File: config.mk
export PLATFORM = sky130hd
export DESIGN_NAME = serial_word_deserializer
export DESIGN_NICKNAME = d
export VERILOG_FILES = /design/src/rtl/serial_word_deserializer_pkg.sv /design/src/rtl/serial_word_deserializer_frame_counter.sv /design/src/rtl/serial_word_deserializer.sv
export SDC_FILE = /design/constraint.sdc
export NUM_CORES = 1
export LEC_CHECK = 0
export BUFFER_PORTS_ARGS = -buffer_cell sky130_fd_sc_hd__buf_2
export CORE_MARGIN = 3
export CORE_UTILIZATION = 56
export DETAILED_ROUTE_END_ITERATION = 8
export GPL_TIMING_DRIVEN = 1
export PLACE_DENSITY_LB_ADDON = 0.08
export REMOVE_ABC_BUFFERS = 1
export SYNTH_ARGS = -nofsm -noshare
export SYNTH_HDL_FRONTEND = slang
export SYNTH_SLANG_ARGS = --single-unit
File: constraint.sdc
create_clock -name clk -period 4.8 [get_ports clk]
set_clock_uncertainty 0.15 [all_clocks]
set_input_delay 0.96 -clock clk [delete_from_list [all_inputs] [get_ports clk]]
set_output_delay 0.96 -clock clk [all_outputs]
set_load 0.005 [all_outputs]
File: src/rtl/serial_word_deserializer_pkg.sv
// Shared definitions for the serial word deserializer: FSM encodings and frame constants.
package serial_word_deserializer_pkg;

    typedef enum logic {
        SER_IDLE = 1'b0,
        SER_DATA = 1'b1
    } ser_state_e;

    localparam logic FRAME_START_BIT = 1'b1;

endpackage

File: src/rtl/serial_word_deserializer_frame_counter.sv
// Modulo-WIDTH data-bit counter, advancing only on enabled cycles; flags the final data bit.
module ser_frame_counter
    import serial_word_deserializer_pkg::*;
#(
    parameter int WIDTH = 8
) (
    input  logic clk,
    input  logic rst_n,
    input  logic en_i,
    output logic last_bit_o
);

    localparam int CW = $clog2(WIDTH);
    localparam logic [CW-1:0] CNT_LAST = CW'(WIDTH - 1);

    logic [CW-1:0] cnt_q;

    assign last_bit_o = (cnt_q == CNT_LAST);

    // Wraps to zero on the last bit, so IDLE always sees a cleared counter.
    always_ff @(posedge clk or negedge rst_n) begin
        if (!rst_n) begin
            cnt_q <= '0;
        end else if (en_i) begin
            cnt_q <= last_bit_o ? '0 : cnt_q + CW'(1);
        end
    end

endmodule

File: src/rtl/serial_word_deserializer.sv
// Frames a start-bit-prefixed serial stream into WIDTH-bit words behind a one-deep valid/ready buffer.
module serial_word_deserializer
    import serial_word_deserializer_pkg::*;
#(
    parameter int WIDTH     = 8,
    parameter bit LSB_FIRST = 1'b1
) (
    input  logic             clk,
    input  logic             rst_n,
    input  logic             ser_in,
    input  logic             ser_en,
    output logic [WIDTH-1:0] word_out,
    output logic             word_valid,
    input  logic             word_ready,
    output logic             busy,
    output logic             overrun,
    input  logic             clr_overrun
);

    ser_state_e       state_q;
    logic [WIDTH-1:0] shift_q;
    logic [WIDTH-1:0] shift_d;
    logic [WIDTH-1:0] word_q;
    logic             valid_q;
    logic             busy_q;
    logic             overrun_q;
    logic             cnt_en;
    logic             last_bit;
    logic             done;
    logic             drop;

    assign cnt_en = ser_en & (state_q == SER_DATA);
    assign done   = cnt_en & last_bit;
    assign drop   = done & valid_q & ~word_ready;

    ser_frame_counter #(.WIDTH(WIDTH)) u_cnt (
        .clk        (clk),
        .rst_n      (rst_n),
        .en_i       (cnt_en),
        .last_bit_o (last_bit)
    );

    // After WIDTH shifts the first data bit has landed at bit 0 (LSB_FIRST) or bit WIDTH-1.
    always_comb begin
        shift_d = shift_q;
        if (LSB_FIRST) begin
            shift_d = {ser_in, shift_q[WIDTH-1:1]};
        end else begin
            shift_d = {shift_q[WIDTH-2:0], ser_in};
        end
    end

    always_ff @(posedge clk or negedge rst_n) begin
        if (!rst_n) begin
            state_q   <= SER_IDLE;
            shift_q   <= '0;
            word_q    <= '0;
            valid_q   <= 1'b0;
            busy_q    <= 1'b0;
            overrun_q <= 1'b0;
        end else begin
            if (ser_en) begin
                case (state_q)
                    SER_IDLE: begin
                        if (ser_in == FRAME_START_BIT) begin
                            state_q <= SER_DATA;
                            busy_q  <= 1'b1;
                        end
                    end
                    SER_DATA: begin
                        shift_q <= shift_d;
                        if (last_bit) begin
                            state_q <= SER_IDLE;
                            busy_q  <= 1'b0;
                        end
                    end
                    default: begin
                        state_q <= SER_IDLE;
                        busy_q  <= 1'b0;
                    end
                endcase
            end

            if (done && !drop) begin
                word_q  <= shift_d;
                valid_q <= 1'b1;
            end else if (!done && valid_q && word_ready) begin
                valid_q <= 1'b0;
            end

            // A drop on the same edge as a clear request leaves overrun set.
            if (drop) begin
                overrun_q <= 1'b1;
            end else if (clr_overrun) begin
                overrun_q <= 1'b0;
            end
        end
    end

    assign word_out   = word_q;
    assign word_valid = valid_q;
    assign busy       = busy_q;
    assign overrun    = overrun_q;

endmodule

* Word level (Yosys, flattened, before mapping)
Cells that the tools add are included.
W data, S select, Z words.
** Cells by class
- Add/subtract/negate cells :: 1
- Muxes and demuxes :: 11
- Reduce and logical (&&, ||, !) cells :: 9
- Eq/ne operators :: 3
- Bitwise operators :: 6
** Operators with widths (number)
- $mux W1 :: 8
- $and A1 B1 Y1 :: 4
- $pmux W1 S2 :: 2
- $reduce_bool A2 Y1 :: 2
- $add A3 B1 Y3 const B :: 1
- $eq A3 B3 Y1 const B :: 1
- $logic_and A1 B1 Y1 :: 3
- $mux W3 :: 1
- $reduce_and A3 Y1 :: 1
- $logic_not A1 Y1 :: 2
- $ne A2 B1 Y1 const B :: 1
- $ne A2 B2 Y1 const B :: 1
- $not A1 Y1 :: 2
- $reduce_and A2 Y1 :: 1
** Storage, ports and cells
- Input bits :: 6
- Output and inout bits :: 11
- Register bits :: 23

* Depth between registers and ports, before layout
Gate-level depths: netlist of run 1.
- Depth after elaboration :: 7
- Gate-level depth with buffers :: 6

* Modules after synthesis
From an unflattened synthesis of run 1, not the netlist that was laid out.
** Second synthesis, totals
- Cells, all modules :: 61
- Area total of the unflattened synthesis :: 909.6 µm²
** By module, submodules not included
- serial_word_deserializer :: area an instance 767.0 µm², instances 1, seq. area each 475.5 µm², cells each 50
- ser_frame_counter :: area an instance 142.6 µm², instances 1, seq. area each 75.1 µm², cells each 11

* Worst setup path before layout of run 1
OpenSTA, ideal clock, no wires.
- Path kind :: input -> register
- Start point :: in word_ready
- End point :: reg word_q[0], in the netlist word_out[0]
- Path slack :: 2.849 ns
- Buffers on the path :: 1
- Cell stages on the path :: 4
- Library setup time :: 0.125 ns
- Arrival time :: 1.675 ns
- Cells stage by stage :: nand2b_1 > nor2b_2 > buf_6 > mux2_4
** Between the ends
- Longest elaborated chain between the ends :: 4
** Ends and longest elaborated chain
- from (decl) :: RTL line serial_word_deserializer.sv:14 : input logic word_ready,
- $not A1 Y1 :: RTL line serial_word_deserializer.sv:34 : assign drop = done & valid_q & ~word_ready;
- $and A1 B1 Y1 :: RTL line serial_word_deserializer.sv:34
- $logic_not A1 Y1 :: RTL line serial_word_deserializer.sv:84 : if (done && !drop) begin
- $logic_and A1 B1 Y1 :: RTL line serial_word_deserializer.sv:84
- to (signal assigned) :: RTL line serial_word_deserializer.sv:85 : word_q <= shift_d;
- to (decl) :: RTL line serial_word_deserializer.sv:23 : logic [WIDTH-1:0] word_q;
No other way between the ends.
A chain may end at the register's enable or synchronous reset.

* Worst setup path after layout of run 1
- Start point :: in ser_en
- End point :: reg word_q[0], in the netlist word_out[0]
** Between the ends
- Longest elaborated chain between the ends :: 6
** Ends and longest elaborated chain
- from (decl) :: RTL line serial_word_deserializer.sv:11 : input logic ser_en,
- $and A1 B1 Y1 (*) :: RTL line serial_word_deserializer.sv:32 : assign cnt_en = ser_en & (state_q == SER_DATA);
- $and A1 B1 Y1 (*) :: RTL line serial_word_deserializer.sv:33 : assign done = cnt_en & last_bit;
- $and A1 B1 Y1 (2 in series) :: RTL line serial_word_deserializer.sv:34
- $logic_not A1 Y1 :: RTL line serial_word_deserializer.sv:84
- $logic_and A1 B1 Y1 (*) :: RTL line serial_word_deserializer.sv:84
Every way passes the cells marked *; elsewhere a longest branch is shown, timed or not.

==> results of run 1 <==
-- metal layers --
metal / track usage / vias to the layer above
li1: - / 242
met1: 0.162 / 232
met2: 0.201 / 14
met3: 0.0430 / 4
met4: 0.125 / 0
met5: 0 / -
-- critical path: stages --
cell     delay, ns
buf_2         0.14
nand3_2       0.11
nor2b_2       0.48
mux2_4        0.34
-- area by class of cell --
class / instances / area, um^2
fillers: 100 / 409
multi-input cells: 35 / 330
repair buffers: 16 / 80.1
inverters: 1 / 3.75
well taps: 15 / 18.8
flip-flops and latches: 22 / 551
clock buffers: 3 / 22.5
-- power breakdown --
| group | internal (uW) | switching [uW] | total (uW) |
|---|---|---|---|
| clock network | 29.2 | 50.2 | 79.4 |
| logic | 128 | 69.7 | 198 |
| registers | 268 | 49.8 | 317 |
-- synth_stat cells --
cell type,n
dfrtp_1,22
mux2_2,8
mux2_4,8
nand2_1,5
a21oi_1,2
buf_6,2
ha_1,2
nand2b_1,2
o21ai_0,2
a21o_1,1
a31oi_1,1
inv_1,1
nand3_2,1
nor2b_2,1
nor3_1,1
o22ai_1,1
-- registers in the layout, summed over array words and instances (netlist names) --
register and cells:
busy 1, overrun 1, shift_q 7, state_q 1
u_cnt.cnt_q 3, word_out 8, word_valid 1
-- metrics by stage --
stage	instances	hold WS, ns	instance area (um^2)	total power, uW	setup slack [ns]
after floorplan	58	0.304	885	456	2.70
after global placement	89	0.326	983	518	2.51
after detailed placement	89	0.337	983	525	2.48
after CTS	92	0.363	1010	604	2.80
after global routing	92	0.384	1010	641	2.66
final	92	0.363	1010	595	2.81
-- worst paths after layout --
kind | startpoint | endpoint | slack (ns)
worst min-delay path | u_cnt.cnt_q[1]$_DFFE_PN0P_ | u_cnt.cnt_q[1]$_DFFE_PN0P_ | 0.36
max in group asynchronous | rst_n | word_out[0]$_DFFE_PN0P_ | 3.74
min in group asynchronous | rst_n | word_out[7]$_DFFE_PN0P_ | 0.45
worst max-delay path | ser_en | word_out[0]$_DFFE_PN0P_ | 2.81
worst min register to register | u_cnt.cnt_q[1]$_DFFE_PN0P_ | u_cnt.cnt_q[1]$_DFFE_PN0P_ | 0.36
worst max register to register | u_cnt.cnt_q[0]$_DFFE_PN0P_ | word_out[0]$_DFFE_PN0P_ | 2.81
-- cell families after synthesis --
family          after synthesis
mux                          16
flops                        22
simple gates                 10
buf+inv                       3
compound gates                7
fa+ha+maj                     2
==> out/metrics.cfg, run 1 <==
[worst_hold_path]
whs_path_depth=2
holdCritPathClass=reg2reg

[clock_network]
cts-htree-levels=1
cts_setup_buffers=0
ctsHoldBuffers=0
insertion_delay_ns=0.29
cts_buffer_depth=2
cts-root-buf=clkbuf_4
ctsResizeCount=0
cts_tree=built
numCtsBuffers=3
clkTransAtPathRegs_ns=0.11
clock_sinks=22

[global_route]
first_global_vias=462
grt_overflow=0
grt.total_usage=0.139
grt_max_degree=23
antenna_found_initial=0
grt_pass1_wl_mm=1.93

[finish]
nets=87
antennaDiodeCount=0
fin_util=0.711
drive_above_1_share=0.481
final_common_cell=dfrtp_1
final_cell_mix=dfrtp_1 (22), buf_2 (16), mux2_2 (8), mux2_4 (8), nand2_1 (5)
area_growth_pct=10.9

[power]
peakVddDrop_uv=394
power_density_mw_per_mm2=591
p_leak_uw=0.000498

[place]
dp_hpwl_um=898
portBuffers=16
gp_congestion=0.701

[logic_synthesis]
synth_compound_area_frac=0.0441
yosysUniqueCellTypes=16
yosys.area.top_type=dfrtp_1
synth_seq_cells=22
synth_mux_area_frac=0.232
yosysWarnings=0
synth_cells=60
ys_seq_area_frac=0.607
synth_xor_area_frac=0
synth_simple_gate_area_frac=0.0607
netlist_area_um2=907
postSynthAreaPerCell_um2=15.1
synth_top_area_share=0.607
synth_fa_ha_area_frac=0.0276
synth_top_family_by_area=multiplexers
ys_top_cells_by_area=dfrtp_1 (61%), mux2_4 (13%), mux2_2 (9.9%), ha_1 (2.8%), buf_6 (2.5%)

[die]
rows=13
die_area_mm2=0.00214
initial_core_util=0.641
chipHeight_um=46.2
io_pins=17
die_w_um=46.2
design.core.area_mm2=0.00142

[drt]
highest_layer=met4
wl_met2_um=521
wl_met3_um=82
vias=492
drt_iter0_markers=0
drt_wl_total_mm=1.26
antenna_left=0
via_per_inst=5.35
drc=0
first_pass_iters=1
wl_met1_um=614
post_drt_wl_per_cell_um=13.7

[worst_setup_path]
criticalPathCategory=in2reg
cp.required_ns=4.84
end_kind=flip-flop
arrival_ns=2.03
start_kind=primary input
r2r_cells=5
path_max_fanout=8

[timing]
rsz0062_at_grt=no
final.setup.tns_ns=0
period_share=0.415
fin_crit_ns=1.99
setup_viol=0
hold_viol_final=0
fmax_mhz=502
maxSlewHeadroom=0.621
report.final.slew_viol_count=0
worst-slew-pin-transition_ns=0.565

[flow_run]
drv_cap=0

[status]
status=completed

No activity file was read; power rests on OpenSTA's default activity.
==> run 2: changes to the inputs <==
--- a/config.mk
+++ b/config.mk
@@ -5,9 +5,11 @@
 export SDC_FILE = /design/constraint.sdc
 export NUM_CORES = 1
 export LEC_CHECK = 0
+export ABC_AREA = 1
 export BUFFER_PORTS_ARGS = -buffer_cell sky130_fd_sc_hd__buf_2
+export CORE_ASPECT_RATIO = 0.75
 export CORE_MARGIN = 3
-export CORE_UTILIZATION = 56
+export CORE_UTILIZATION = 52
 export DETAILED_ROUTE_END_ITERATION = 8
 export GPL_TIMING_DRIVEN = 1
 export PLACE_DENSITY_LB_ADDON = 0.08
==> constraint.sdc (replaced) <==
create_clock -name clk -period 1.9 [get_ports clk]
set_clock_uncertainty 0.15 [all_clocks]
set_input_delay 0.38 -clock clk [delete_from_list [all_inputs] [get_ports clk]]
set_output_delay 0.38 -clock clk [all_outputs]
set_load 0.005 [all_outputs]
==> run 2 against run 1 <==
Compared with the run above: sequential share of layout area fell by 1.2 points; global-route usage rose by 3.0 points; register-to-register slack lost 2.3 ns; final cell count grew 48%; sequential cell count is the same; final area grew 2.2%; worst hold slack worse by 0.21 ns; combinational power grew 99%; sequential power grew 140%; non-clock buffer count up 1; largest cell class unchanged.
==> out/metrics.cfg, run 2 <==
[status]
status=completed

[finish]
area_growth_pct=12.9
drive_above_1_share=0.209
multi_input_area_um2=305
fillers=138
largest_reg_flops=8
final_cell_mix=nand2_1 (39), dfrtp_1 (22), buf_2 (16), nand3_1 (9), inv_1 (7)
final_common_cell=nand2_1
fin_util=0.659
ff_latch_area_um2=551
nets=125
antennaDiodeCount=0

[clock_network]
cts-root-buf=clkbuf_4
cts_buffer_depth=2
clkTransAtPathRegs_ns=0.11
clock_sinks=22
cts_tree=built
cts_setup_buffers=0
numCtsBuffers=3
ctsResizeCount=0
cts-htree-levels=1
insertion_delay_ns=0.30
ctsHoldBuffers=1

[timing]
final.setup.tns_ns=0
hold_viol_final=0
worst-slew-pin-transition_ns=0.486
fin_crit_ns=1.43
maxSlewHeadroom=0.676
fin_ws_ns=0.470
report.final.slew_viol_count=0
rsz0062_at_grt=no
fmax_mhz=700
period_share=0.752
hold-worst-slack_ns=0.151
setup_viol=0

[flow_run]
drv_cap=0

[place]
gp_congestion=0.746
dp_hpwl_mm=1.12
dp_slack_ns=0.479
portBuffers=16

[logic_synthesis]
yosys.area.top_type=dfrtp_1
yosysWarnings=0
synth_seq_cells=22
synth_edf_count=0
ys.flop_type=dfrtp_1
synth_top_area_share=0.604
ys_seq_area_frac=0.604
synth_most_common_cell=nand2_1
yosysUniqueCellTypes=14
postSynthAreaPerCell_um2=9.29
synthArstFlopShare=1.00
synth_common_cells=nand2_1 (39), dfrtp_1 (22), nand3_1 (9)
synth_cells=98
ys_top_cells_by_area=dfrtp_1 (60%), nand2_1 (16%), nand3_1 (4.9%), inv_1 (2.9%), ha_1 (2.7%)
netlist_area_um2=911

[drt]
via_per_inst=4.85
drt_wl_total_mm=1.54
vias=660
post_drt_wl_per_cell_um=11.3
antenna_left=0
first_pass_iters=4
drc=0
drt_iter0_markers=18

[die]
initial_core_util=0.583
rows=12
die_area_mm2=0.00229
io_pins=17
die_w_um=54.3
chipHeight_um=42.2
design.core.area_mm2=0.00156

[global_route]
grtUsageMet2=0.236
use_met3=0.0747
antenna_found_initial=0
grt_max_degree=23
first_global_vias=631
grt.total_usage=0.168
grtUsageMet1=0.241
grt_overflow=0
top_usage_layer=met1
grt_pass1_wl_mm=2.77

[worst_setup_path]
arrival_ns=1.48
end_kind=flip-flop
cp.required_ns=1.95
path_max_fanout=10
criticalPathCategory=reg2reg
start_kind=flip-flop

[power]
peakVddDrop_uv=932
power_density_mw_per_mm2=1320
p_leak_uw=0.000592

[worst_hold_path]
holdCritPathClass=in2reg

==> run 2: cell types whose count changed after synthesis, moves of 2 or more <==
| cell | change |
|---|---|
| nand2_1 | +34 |
| nand3_1 | +9 |
| mux2_2 | -8 |
| mux2_4 | -8 |
| inv_1 | +6 |
| o21ai_1 | +4 |
| nor2_1 | +3 |
| a21oi_1 | -2 |
| buf_2 | +2 |
| inv_2 | +2 |
| nand2b_1 | -2 |
| o21ai_0 | +2 |
==> run 2: path summary, 6_finish.rpt <==
path                                       startpoint                      end  slack (ns)  cells past startpoint
max in group asynchronous                       rst_n   shift_q[4]$_DFFE_PN0P_        0.86                      2
hold / removal                                 ser_in   shift_q[7]$_DFFE_PN0P_        0.15                      3
setup / recovery           u_cnt.cnt_q[0]$_DFFE_PN0P_  word_out[0]$_DFFE_PN0P_        0.47                      7
setup reg to reg           u_cnt.cnt_q[0]$_DFFE_PN0P_  word_out[0]$_DFFE_PN0P_        0.47                      7
min in group asynchronous                       rst_n  word_out[7]$_DFFE_PN0P_        0.41                      2
hold reg to reg               word_out[2]$_DFFE_PN0P_  word_out[2]$_DFFE_PN0P_        0.33                      2
==> run 2: layer usage <==
layer  vias up  share of wire
met1       299           0.50
met2        18           0.43
li1        341              -
met4         0         0.0046
met5         -              0
met3         2          0.072
==> run 2: layout make-up <==
cell class	instances	area share
repair buffers	17	0.0876
clock buffers	3	0.0219
inverters	9	0.0328
flip-flops and latches	22	0.535
multi-input cells	64	0.297
well taps	21	0.0255
==> run 2: kinds of logic (layout without fill, tap and decap cells) <==
family                   after synthesis  after routing  share of synthesized area
AO/OA/AOI/OAI                          8              8                     0.0440
adder cells (fa/ha/maj)                2              2                     0.0275
buffers and inverters                 12             29                     0.0604
flip-flops                            22             22                      0.604
AND/OR/NAND/NOR                       54             54                      0.264
==> run 2: through the flow <==
step                power (uW)  instances  instance area, um^2
floorplan                 1000         95                  890
global placement          1150        132                  996
detailed placement        1170        132                  996
CTS                       1380        136                 1030
global route              1490        136                 1030
finish                    1360        136                 1030
==> run 2: power breakdown <==
| group | total (uW) | switching [uW] | internal, uW |
|---|---|---|---|
| combinational | 395 | 227 | 168 |
| clock | 203 | 129 | 73.9 |
| sequential | 760 | 110 | 650 |
| total | 1360 | 466 | 892 |
==> run 2: critical path, cell delays in order, from the launching register on <==
cell and delay, ns:
dfrtp_1 0.37, ha_1 0.15, ha_1 0.17, inv_2 0.08
nor2_8 0.19, nand2_4 0.10, nand2_1 0.08, nand2_1 0.05
